`config.mk`:
```
export PLATFORM = sky130hd
export DESIGN_NAME = pattern_chaser_flat
export DESIGN_NICKNAME = d
export VERILOG_FILES = /design/src/rtl/pattern_chaser_pkg.sv /design/src/rtl/pattern_chaser_if.sv /design/src/rtl/chaser_prescaler.sv /design/src/rtl/pattern_chaser.sv /design/src/flat_wrapper.sv
export SDC_FILE = /design/constraint.sdc
export NUM_CORES = 1
export LEC_CHECK = 0
export BUFFER_PORTS_ARGS = -buffer_cell sky130_fd_sc_hd__buf_4
export CORE_MARGIN = 3
export CORE_UTILIZATION = 55
export DETAILED_ROUTE_END_ITERATION = 6
export GPL_ROUTABILITY_DRIVEN = 1
export PLACE_DENSITY = 0.78
export REMOVE_ABC_BUFFERS = 1
export SLEW_MARGIN = 10
export SYNTH_ARGS = -nofsm -noshare
export SYNTH_HDL_FRONTEND = slang
export SYNTH_SLANG_ARGS = --single-unit
```
`constraint.sdc`:
```
create_clock -name clk -period 2.4 [get_ports clk]
set_input_delay 0.12 -clock clk [delete_from_list [all_inputs] [get_ports clk]]
set_output_delay 0.12 -clock clk [all_outputs]
set_load 0.01 [all_outputs]
```
`src/rtl/pattern_chaser_pkg.sv`:
```
// pattern_chaser shared types.
// Mode encodings and per-mode seed values.
package pattern_chaser_pkg;

  typedef enum logic [1:0] {
    MODE_JOHNSON = 2'b00,
    MODE_RING    = 2'b01,
    MODE_BOUNCE  = 2'b10,
    MODE_BINARY  = 2'b11
  } mode_e;

  localparam logic BDIR_UP   = 1'b0;
  localparam logic BDIR_DOWN = 1'b1;

  function automatic logic [63:0] seed_of(
    mode_e       m,
    int unsigned w
  );
    logic [63:0] s;
    s = '0;
    if (w != 0 && (m == MODE_RING || m == MODE_BOUNCE))
      s[0] = 1'b1;
    return s;
  endfunction

endpackage

```
`src/rtl/pattern_chaser_if.sv`:
```
// pattern_chaser control/status bundle.
// master drives controls, slave returns pattern.
interface pattern_chaser_if #(
  parameter int SEL_W = 3,
  parameter int WIDTH = 6
);
  logic             en;
  logic             clr;
  logic [SEL_W-1:0] sel;
  logic [1:0]       mode;
  logic             dir;
  logic [WIDTH-1:0] pattern;
  logic             tick;
  logic             wrap;
  logic             div_out;

  modport master (
    output en, clr, sel, mode, dir,
    input  pattern, tick, wrap, div_out
  );

  modport slave (
    input  en, clr, sel, mode, dir,
    output pattern, tick, wrap, div_out
  );
endinterface

```
`src/rtl/chaser_prescaler.sv`:
```
// Free-running prescaler with selectable tap.
// Emits step enables; no derived clocks.
module chaser_prescaler #(
  parameter int PRESCALE_W = 17,
  parameter int TAP_BASE   = 9,
  parameter int SEL_W      = 3
) (
  input  logic             clk,
  input  logic             rst_n,
  input  logic             en,
  input  logic             clr,
  input  logic [SEL_W-1:0] sel,
  output logic             step,
  output logic             div_out
);

  localparam int TAP_W = $clog2(PRESCALE_W);

  logic [PRESCALE_W-1:0] pre_cnt;
  logic [PRESCALE_W-1:0] mask;
  logic [TAP_W-1:0]      tap;

  // tap index and low-bit mask pre_cnt[tap:0]
  always_comb begin
    tap  = TAP_W'(TAP_BASE) + TAP_W'(sel);
    mask = '0;
    for (int i = 0; i < PRESCALE_W; i++)
      mask[i] = (i <= int'(tap));
  end

  assign step    = en & ((pre_cnt & mask) == mask);
  assign div_out = pre_cnt[tap];

  // counter: clear wins, otherwise count while enabled
  always_ff @(posedge clk or negedge rst_n) begin
    if (!rst_n)
      pre_cnt <= '0;
    else if (clr)
      pre_cnt <= '0;
    else if (en)
      pre_cnt <= pre_cnt + PRESCALE_W'(1);
  end

endmodule

```
`src/rtl/pattern_chaser.sv`:
```
// LED pattern chaser: Johnson/ring/bounce/binary.
// Pattern steps on prescaler enables.
module pattern_chaser
  import pattern_chaser_pkg::*;
#(
  parameter int PRESCALE_W = 17,
  parameter int TAP_BASE   = 9,
  parameter int SEL_W      = 3,
  parameter int WIDTH      = 6
) (
  input  logic             clk,
  input  logic             rst_n,
  pattern_chaser_if.slave  bus
);

  localparam logic [WIDTH-1:0] ONE = WIDTH'(1);

  logic             step;
  mode_e            mode_in;
  mode_e            mode_q;
  logic [WIDTH-1:0] pattern_q;
  logic [WIDTH-1:0] pat_nxt;
  logic [WIDTH-1:0] seed_in;
  logic [WIDTH-1:0] seed_q;
  logic             bdir_q;
  logic             bdir_nxt;
  logic             tick_q;
  logic             wrap_q;

  chaser_prescaler #(
    .PRESCALE_W(PRESCALE_W),
    .TAP_BASE  (TAP_BASE),
    .SEL_W     (SEL_W)
  ) u_pre (
    .clk    (clk),
    .rst_n  (rst_n),
    .en     (bus.en),
    .clr    (bus.clr),
    .sel    (bus.sel),
    .step   (step),
    .div_out(bus.div_out)
  );

  assign mode_in = mode_e'(bus.mode);
  assign seed_in = WIDTH'(seed_of(mode_in, WIDTH));
  assign seed_q  = WIDTH'(seed_of(mode_q, WIDTH));

  // next pattern and bounce direction for a step
  always_comb begin
    pat_nxt  = pattern_q;
    bdir_nxt = bdir_q;
    unique case (mode_q)
      MODE_JOHNSON:
        pat_nxt = bus.dir
          ? {~pattern_q[0], pattern_q[WIDTH-1:1]}
          : {pattern_q[WIDTH-2:0], ~pattern_q[WIDTH-1]};
      MODE_RING:
        pat_nxt = bus.dir
          ? {pattern_q[0], pattern_q[WIDTH-1:1]}
          : {pattern_q[WIDTH-2:0], pattern_q[WIDTH-1]};
      MODE_BOUNCE:
        if (bdir_q == BDIR_UP) begin
          if (pattern_q[WIDTH-1]) begin
            pat_nxt  = pattern_q >> 1;
            bdir_nxt = BDIR_DOWN;
          end else begin
            pat_nxt = pattern_q << 1;
          end
        end else begin
          if (pattern_q[0]) begin
            pat_nxt  = pattern_q << 1;
            bdir_nxt = BDIR_UP;
          end else begin
            pat_nxt = pattern_q >> 1;
          end
        end
      default:
        pat_nxt = bus.dir ? pattern_q - ONE
                          : pattern_q + ONE;
    endcase
  end

  // clear, then reseed on mode change, then step
  always_ff @(posedge clk or negedge rst_n) begin
    if (!rst_n) begin
      pattern_q <= '0;
      mode_q    <= MODE_JOHNSON;
      bdir_q    <= BDIR_UP;
      tick_q    <= 1'b0;
      wrap_q    <= 1'b0;
    end else if (bus.clr) begin
      pattern_q <= seed_in;
      mode_q    <= mode_in;
      bdir_q    <= BDIR_UP;
      tick_q    <= 1'b0;
      wrap_q    <= 1'b0;
    end else if (mode_in != mode_q) begin
      pattern_q <= seed_in;
      mode_q    <= mode_in;
      bdir_q    <= BDIR_UP;
      tick_q    <= step;
      wrap_q    <= 1'b0;
    end else if (step) begin
      pattern_q <= pat_nxt;
      bdir_q    <= bdir_nxt;
      tick_q    <= 1'b1;
      wrap_q    <= (pat_nxt == seed_q);
    end else begin
      tick_q    <= 1'b0;
      wrap_q    <= 1'b0;
    end
  end

  assign bus.pattern = pattern_q;
  assign bus.tick    = tick_q;
  assign bus.wrap    = wrap_q;

endmodule

```
`src/flat_wrapper.sv`:
```
// flat-port wrapper written by rule: the top's interface ports become plain ports
module pattern_chaser_flat import pattern_chaser_pkg::*;
#(
  parameter int PRESCALE_W = 17,
  parameter int TAP_BASE   = 9,
  parameter int SEL_W      = 3,
  parameter int WIDTH      = 6
)
  (clk, rst_n, bus_en, bus_clr, bus_sel, bus_mode, bus_dir, bus_pattern, bus_tick, bus_wrap, bus_div_out);
  pattern_chaser_if #(.SEL_W(SEL_W), .WIDTH(WIDTH)) bus_i ();
  input  logic clk;
  input  logic rst_n;
  input wire logic [$bits(bus_i.en)-1:0] bus_en;
  input wire logic [$bits(bus_i.clr)-1:0] bus_clr;
  input wire logic [$bits(bus_i.sel)-1:0] bus_sel;
  input wire logic [$bits(bus_i.mode)-1:0] bus_mode;
  input wire logic [$bits(bus_i.dir)-1:0] bus_dir;
  output wire logic [$bits(bus_i.pattern)-1:0] bus_pattern;
  output wire logic [$bits(bus_i.tick)-1:0] bus_tick;
  output wire logic [$bits(bus_i.wrap)-1:0] bus_wrap;
  output wire logic [$bits(bus_i.div_out)-1:0] bus_div_out;
  assign bus_i.en = bus_en;
  assign bus_i.clr = bus_clr;
  assign bus_i.sel = bus_sel;
  assign bus_i.mode = bus_mode;
  assign bus_i.dir = bus_dir;
  assign bus_pattern = bus_i.pattern;
  assign bus_tick = bus_i.tick;
  assign bus_wrap = bus_i.wrap;
  assign bus_div_out = bus_i.div_out;
  pattern_chaser #(.PRESCALE_W(PRESCALE_W), .TAP_BASE(TAP_BASE), .SEL_W(SEL_W), .WIDTH(WIDTH)) u_core (.clk(clk), .rst_n(rst_n), .bus(bus_i));
endmodule
```
# After elaboration in Yosys (flattened, before gate mapping)
# Cells that the tools add are included.
[totals]
reg_bits = 28
inputBits = 10
[op_classes]
add_sub_neg = 4
n_lt_le_gt_ge = 17
n_eq_ne = 7
muxes = 31
n_bitwise = 4
n_reduce_logical = 8
[ops]
columns = ["operator", "n"]
rows = [
  ["2-to-1 mux 6 bit", 9],
  ["less-or-equal comparator 4 x 5 -> 1 bit, first input constant", 8],
  ["2-to-1 mux 17 bit", 2],
  ["less-or-equal comparator 3 x 5 -> 1 bit, first input constant", 4],
  ["one-hot mux 6 bit (3 select lines)", 1],
  ["adder 17 x 1 -> 17 bit, second input constant", 1],
  ["AND 17 bit", 1],
  ["== test 17 bit", 1],
  ["2-to-1 mux 1 bit", 16],
  ["less-or-equal comparator 2 x 5 -> 1 bit, first input constant", 2],
  ["adder 6 x 1 -> 6 bit, second input constant", 1],
  ["== test 6 x 1 -> 1 bit", 1],
  ["< comparator 5 x 6 -> 1 bit, second input constant", 1],
  ["nonzero test 3 bit", 2],
  ["subtractor 6 x 1 -> 6 bit, second input constant", 1],
  ["adder 4 x 3 -> 5 bit, first input constant", 1],
  ["binary-select mux 1 bit (select 5 bit)", 1],
  ["less-or-equal comparator 1 x 5 -> 1 bit, first input constant", 1],
  ["less-or-equal comparator 5 bit, first input constant", 1],
  ["== test 2 x 1 -> 1 bit, second input constant", 2],
  ["== test 2 bit, second input constant", 2],
  ["2-to-1 mux 2 bit", 2],
  ["nonzero test 2 bit", 2],
  ["zero test 2 bit", 1],
  ["5 further kinds", 7],
]

# Logic depth before layout (Yosys ltp)
[depth]
ltp_word = 8
depth_mapped = 11
ltp_nobuf = 8

# Hierarchy
# A second synthesis with hierarchy kept.
[unflattened]
hier_cells = 313
hier_area_um2 = 2577.5
[modules_own_cells]
columns = ["mod", "n_inst", "cells_per_inst", "area_per_inst_um2"]
rows = [
  ["chaser_prescaler", 1, 184, 1470.2],
  ["pattern_chaser", 1, 129, 1107.3],
]

# Worst setup path before layout
# No wires, ideal clock.
[synth_timing]
path_type = "in2reg"
start = "in bus_sel[0]"
end = "reg u_core.pattern_q[0], in the netlist u_core.bus.pattern[0]"
setup_time_ps = 124
arrival_ps = 1867
t_required_ps = 2276
setup_slack_ps = 409
cell_stages = 11
n_path_buf = 3
cell_sequence = "buf_2 -> inv_1 -> ha_1 -> clkbuf_8 -> nor2_1 -> a2111oi_4 -> o2bb2ai_1 -> and4b_1 -> buf_6 -> a21boi_1 -> o31a_1"
[synth_via]
elab_chain_len = 6
[synth_rtl]
columns = ["item", "line", "rtl"]
rows = [
  ["start: declaration", "flat_wrapper.sv:15", "input wire logic [$bits(bus_i.sel)-1:0] bus_sel;"],
  ["adder 4 x 3 -> 5 bit (*)", "chaser_prescaler.sv:25", "tap = TAP_W'(TAP_BASE) + TAP_W'(sel);"],
  ["less-or-equal comparator 1 x 5 -> 1 bit (tied with other cells)", "chaser_prescaler.sv:28", "mask[i] = (i <= int'(tap));"],
  ["AND 17 bit", "chaser_prescaler.sv:31", "assign step = en & ((pre_cnt & mask) == mask);"],
  ["== test 17 bit (*)", "chaser_prescaler.sv:31", ""],
  ["AND 1 bit (*)", "chaser_prescaler.sv:31", ""],
  ["nonzero test 3 bit (no source line) (*)", "--", ""],
  ["end signal: assignment", "pattern_chaser.sv:92", "pattern_q <= seed_in;"],
  ["end signal: assignment", "pattern_chaser.sv:98", "pattern_q <= seed_in;"],
  ["end signal: assignment", "pattern_chaser.sv:104", "pattern_q <= pat_nxt;"],
  ["end: declaration", "pattern_chaser.sv:21", "logic [WIDTH-1:0] pattern_q;"],
]
# Mark *: on every way between the ends. The rest lies on a longest branch, timed or not.
# A chain may end at the register's enable or synchronous reset.

# Worst setup path in the final report
[layout_timing]
start = "in bus_sel[0]"
end = "out bus_div_out"
[layout_via]
elab_chain_len = 3
[layout_rtl]
columns = ["item", "line", "rtl"]
rows = [
  ["adder 4 x 3 -> 5 bit", "chaser_prescaler.sv:25", ""],
  ["binary-select mux 1 bit (select 5 bit)", "chaser_prescaler.sv:32", "assign div_out = pre_cnt[tap];"],
  ["2-to-1 mux 1 bit (not written as such)", "chaser_prescaler.sv:32", ""],
  ["end: declaration", "flat_wrapper.sv:21", "output wire logic [$bits(bus_i.div_out)-1:0] bus_div_out;"],
]
# Every way passes these cells. The select of a mux whose other input is x is not followed.

==> results.py <==
metrics = {
    "clocking": {
        "cts_buffers": 3,
        "path_clk_slew_ns": 0.09,
        "cts_tree": "built",
        "cts_buffer_depth": 2,
        "cts_root_buf": "clkbuf_8",
        "postCtsSetupBuffers": 0,
        "cts_max_level": 1,
        "clk_latency_ns": 0.28,
        "cts_sinks": 28,
    },
    "timing": {
        "relSlewSlack_pct": 61.0,
        "setup_viol": 0,
        "worst_pin_slew_ns": 0.586,
        "hold_viol_final": 0,
        "rsz0062_at_grt": "no",
        "period_share_pct": 92.1,
        "final.setup.tns_ns": 0,
        "period_needed_ns": 2.21,
        "fin_skew_ns": 0.00749,
        "slew_viol_final": 0,
        "clock.fmax_mhz": 453,
    },
    "grt": {
        "grt_max_degree": 29,
        "grt_pass1_wl_mm": 9.55,
        "first_global_vias": 1942,
        "grt-ovfl-total": 0,
        "antenna_found_initial": 0,
        "grt_usage_pct": 22.8,
    },
    "synth": {
        "ys_ff_latch": 28,
        "avgSynthCellArea_um2": 9.20,
        "syn_inst": 267,
        "synth_top_area_share_pct": 28.5,
        "yosysWarnings": 0,
        "syn_area_um2": 2460,
        "synthTopCellsByArea": "dfrtp_1, ha_1, nor2_1",
        "yosysUniqueCellTypes": 66,
        "synth_common_cells": "nor2_1, dfrtp_1, a21oi_1",
        "synth_ff_type": "dfrtp_1",
        "synth.most_common_cell": "nor2_1",
        "ys_seq_area_share_pct": 28.5,
        "synthArstFlopShare_pct": 100,
        "synth_area_leader_cell": "dfrtp_1",
        "synth-edff-count": 0,
    },
    "floorplan": {
        "die_w_um": 72.8,
        "die_area_um2": 5300,
        "io_pins": 19,
        "fp.dieH_um": 72.8,
        "core-area_um2": 4140,
        "initial_core_util_pct": 59.3,
        "num_rows": 23,
    },
    "power_and_ir_drop": {
        "ir_drop_v": 0.000322,
        "power.total_mw": 1.10,
        "p_leak_nw": 1.15,
        "powerDensity_nw_per_um2": 412,
    },
    "routing": {
        "vias": 2068,
        "post-route-drc-count": 0,
        "dr.pass1.iters": 4,
        "wirelength_mm": 5.51,
        "wire_per_inst_um": 16.6,
        "viasPerCell": 6.25,
        "antenna_left": 0,
        "drt_iter0_markers": 249,
    },
    "cells_and_area": {
        "antenna-diode-count": 0,
        "nets": 306,
        "stdcell_count": 331,
        "final_area_um2": 2680,
        "area_growth_syn_to_layout_pct": 8.92,
        "drive_gt1_share_pct": 17.8,
        "fillCellCount": 360,
    },
    "worst_setup_path": {
        "crit_path_start_kind": "input port",
        "path_class": "input port to output port",
        "end_kind": "output port",
        "crit_chain": "buf_4 -> ha_1 -> xnor2_4 -> mux4_1 -> a31oi_1 -> o221ai_1 -> buf_4",
        "cp_common_cell": "buf_4",
        "worstPathMaxFanout": 11,
        "worst_r2r_endpoint": "u_core.bus.wrap$_DFF_PN0_",
        "cp.arrival_ns": 2.09,
        "ff2ff_path_depth": 7,
        "critical-path-slowest-cell": "mux4_1",
        "rr_startpoint": "u_core.bus.pattern[1]$_DFFE_PN0P_",
        "crit_path_max_incr_delay_ns": 0.57,
        "required_ns": 2.28,
        "r2r_setup_slack_ns": 0.22,
    },
    "placement": {
        "gp_congestion": 0.862,
        "place_inst": 324,
        "dpl-instance-area_um2": 2570,
        "dp_hpwl_mm": 3.90,
        "portBuffers": 18,
    },
    "min_path": {
        "min_from": "bus_en",
        "hold_path_class": "input port to flop",
        "holdPathEnd": "u_core.u_pre.pre_cnt[0]$_DFFE_PN0P_",
        "hold_depth": 3,
    },
    "status": {
        "outcome": "finished clean",
    },
    "run": {
        "max-cap-violations": 0,
    },
}
==> stage by stage <==
step	utilization [%]	setup slack, ns	hold WS (ns)
2_1_floorplan	-	0.425	-0.176
3_3_place_gp	62.0	0.167	0.0557
3_5_place_dp	62.0	0.109	0.0601
4_1_cts	64.5	0.178	0.151
5_1_grt	64.6	0.00158	0.157
6_report	64.6	0.190	0.157
==> cell type report <==
type | instances | area [µm²] | share of cell area, %
Clock buffer | 3 | 41.3 | 1.54
Timing Repair Buffer | 24 | 188 | 7.02
Inverter | 9 | 33.8 | 1.26
Sequential cell | 28 | 701 | 26.2
Tap cell | 50 | 62.6 | 2.34
Clock inverter | 1 | 30.0 | 1.12
Multi-Input combinational cell | 216 | 1620 | 60.5
==> power by group <==
group	switching, mW	internal, mW
clock	0.154	0.224
combinational	0.136	0.100
sequential	0.0104	0.479
==> cell families (layout without fill, tap and decap cells) <==
group           after synthesis  in the layout  synth area share, %
compound gates               70             70                 20.6
xor+xnor                     22             22                 8.61
fa+ha+maj                    14             14                 7.44
buf+inv                      23             37                 5.65
flops                        28             28                 28.5
mux                          14             14                 7.54
simple gates                 96             96                 21.6
==> layout by cell type, fill, tap and decap left out, types with 8 or more instances in the layout <==
cell type / count
a21oi_1: 16
buf_4: 21
dfrtp_1: 28
ha_1: 12
inv_1: 9
mux2i_1: 8
nand2_1: 15
nand3_1: 8
nor2_1: 29
o21ai_0: 14
xnor2_1: 10
xor2_1: 11
==> critical path, delay by kind of cell <==
kind,cells,cell delay [ns]
XOR/XNOR,1,0.20
adder cells (fa/ha/maj),1,0.55
multiplexers,1,0.57
buffers and inverters,2,0.33
AO/OA/AOI/OAI,2,0.32
==> flip-flops by register name (all words and copies together), names as in the netlist <==
register / count
u_core.mode_q: 2
u_core.bdir_q: 1
u_core.bus.tick: 1
u_core.bus.wrap: 1
u_core.u_pre.pre_cnt: 17
u_core.bus.pattern: 6
==> per-layer routing <==
metal / vias up / routed length (µm) / global-route usage, %
li1: 1002 / - / -
met1: 997 / 2660 / 35.3
met2: 58 / 2480 / 33.3
met3: 11 / 293 / 3.99
met4: 0 / 79 / 4.71
met5: - / 0 / 0
==> worst max path at each step <==
stage	from	to	slack, ns	depth (start not counted)
final	bus_sel[0]	bus_div_out	0.19	7
after global routing	u_core.bus.pattern[1]$_DFFE_PN0P_	u_core.bus.wrap$_DFF_PN0_	0.002	7
after CTS	bus_sel[0]	bus_div_out	0.18	9
after detailed placement	bus_sel[0]	u_core.bus.wrap$_DFF_PN0_	0.11	9
after global placement	bus_sel[0]	u_core.bdir_q$_DFFE_PN0P_	0.17	9
after floorplan	u_core.bus.pattern[0]$_DFFE_PN0P_	u_core.bus.wrap$_DFF_PN0_	0.42	7
==> timing repair <==
action / 4_1_cts / 5_1_grt
hold buffers: 3 / 0
resized for setup: 0 / 1
hold endpoints to repair: 30 / 0
endpoints found under the setup margin: 0 / 1
Power figures use the tool's default switching activity.
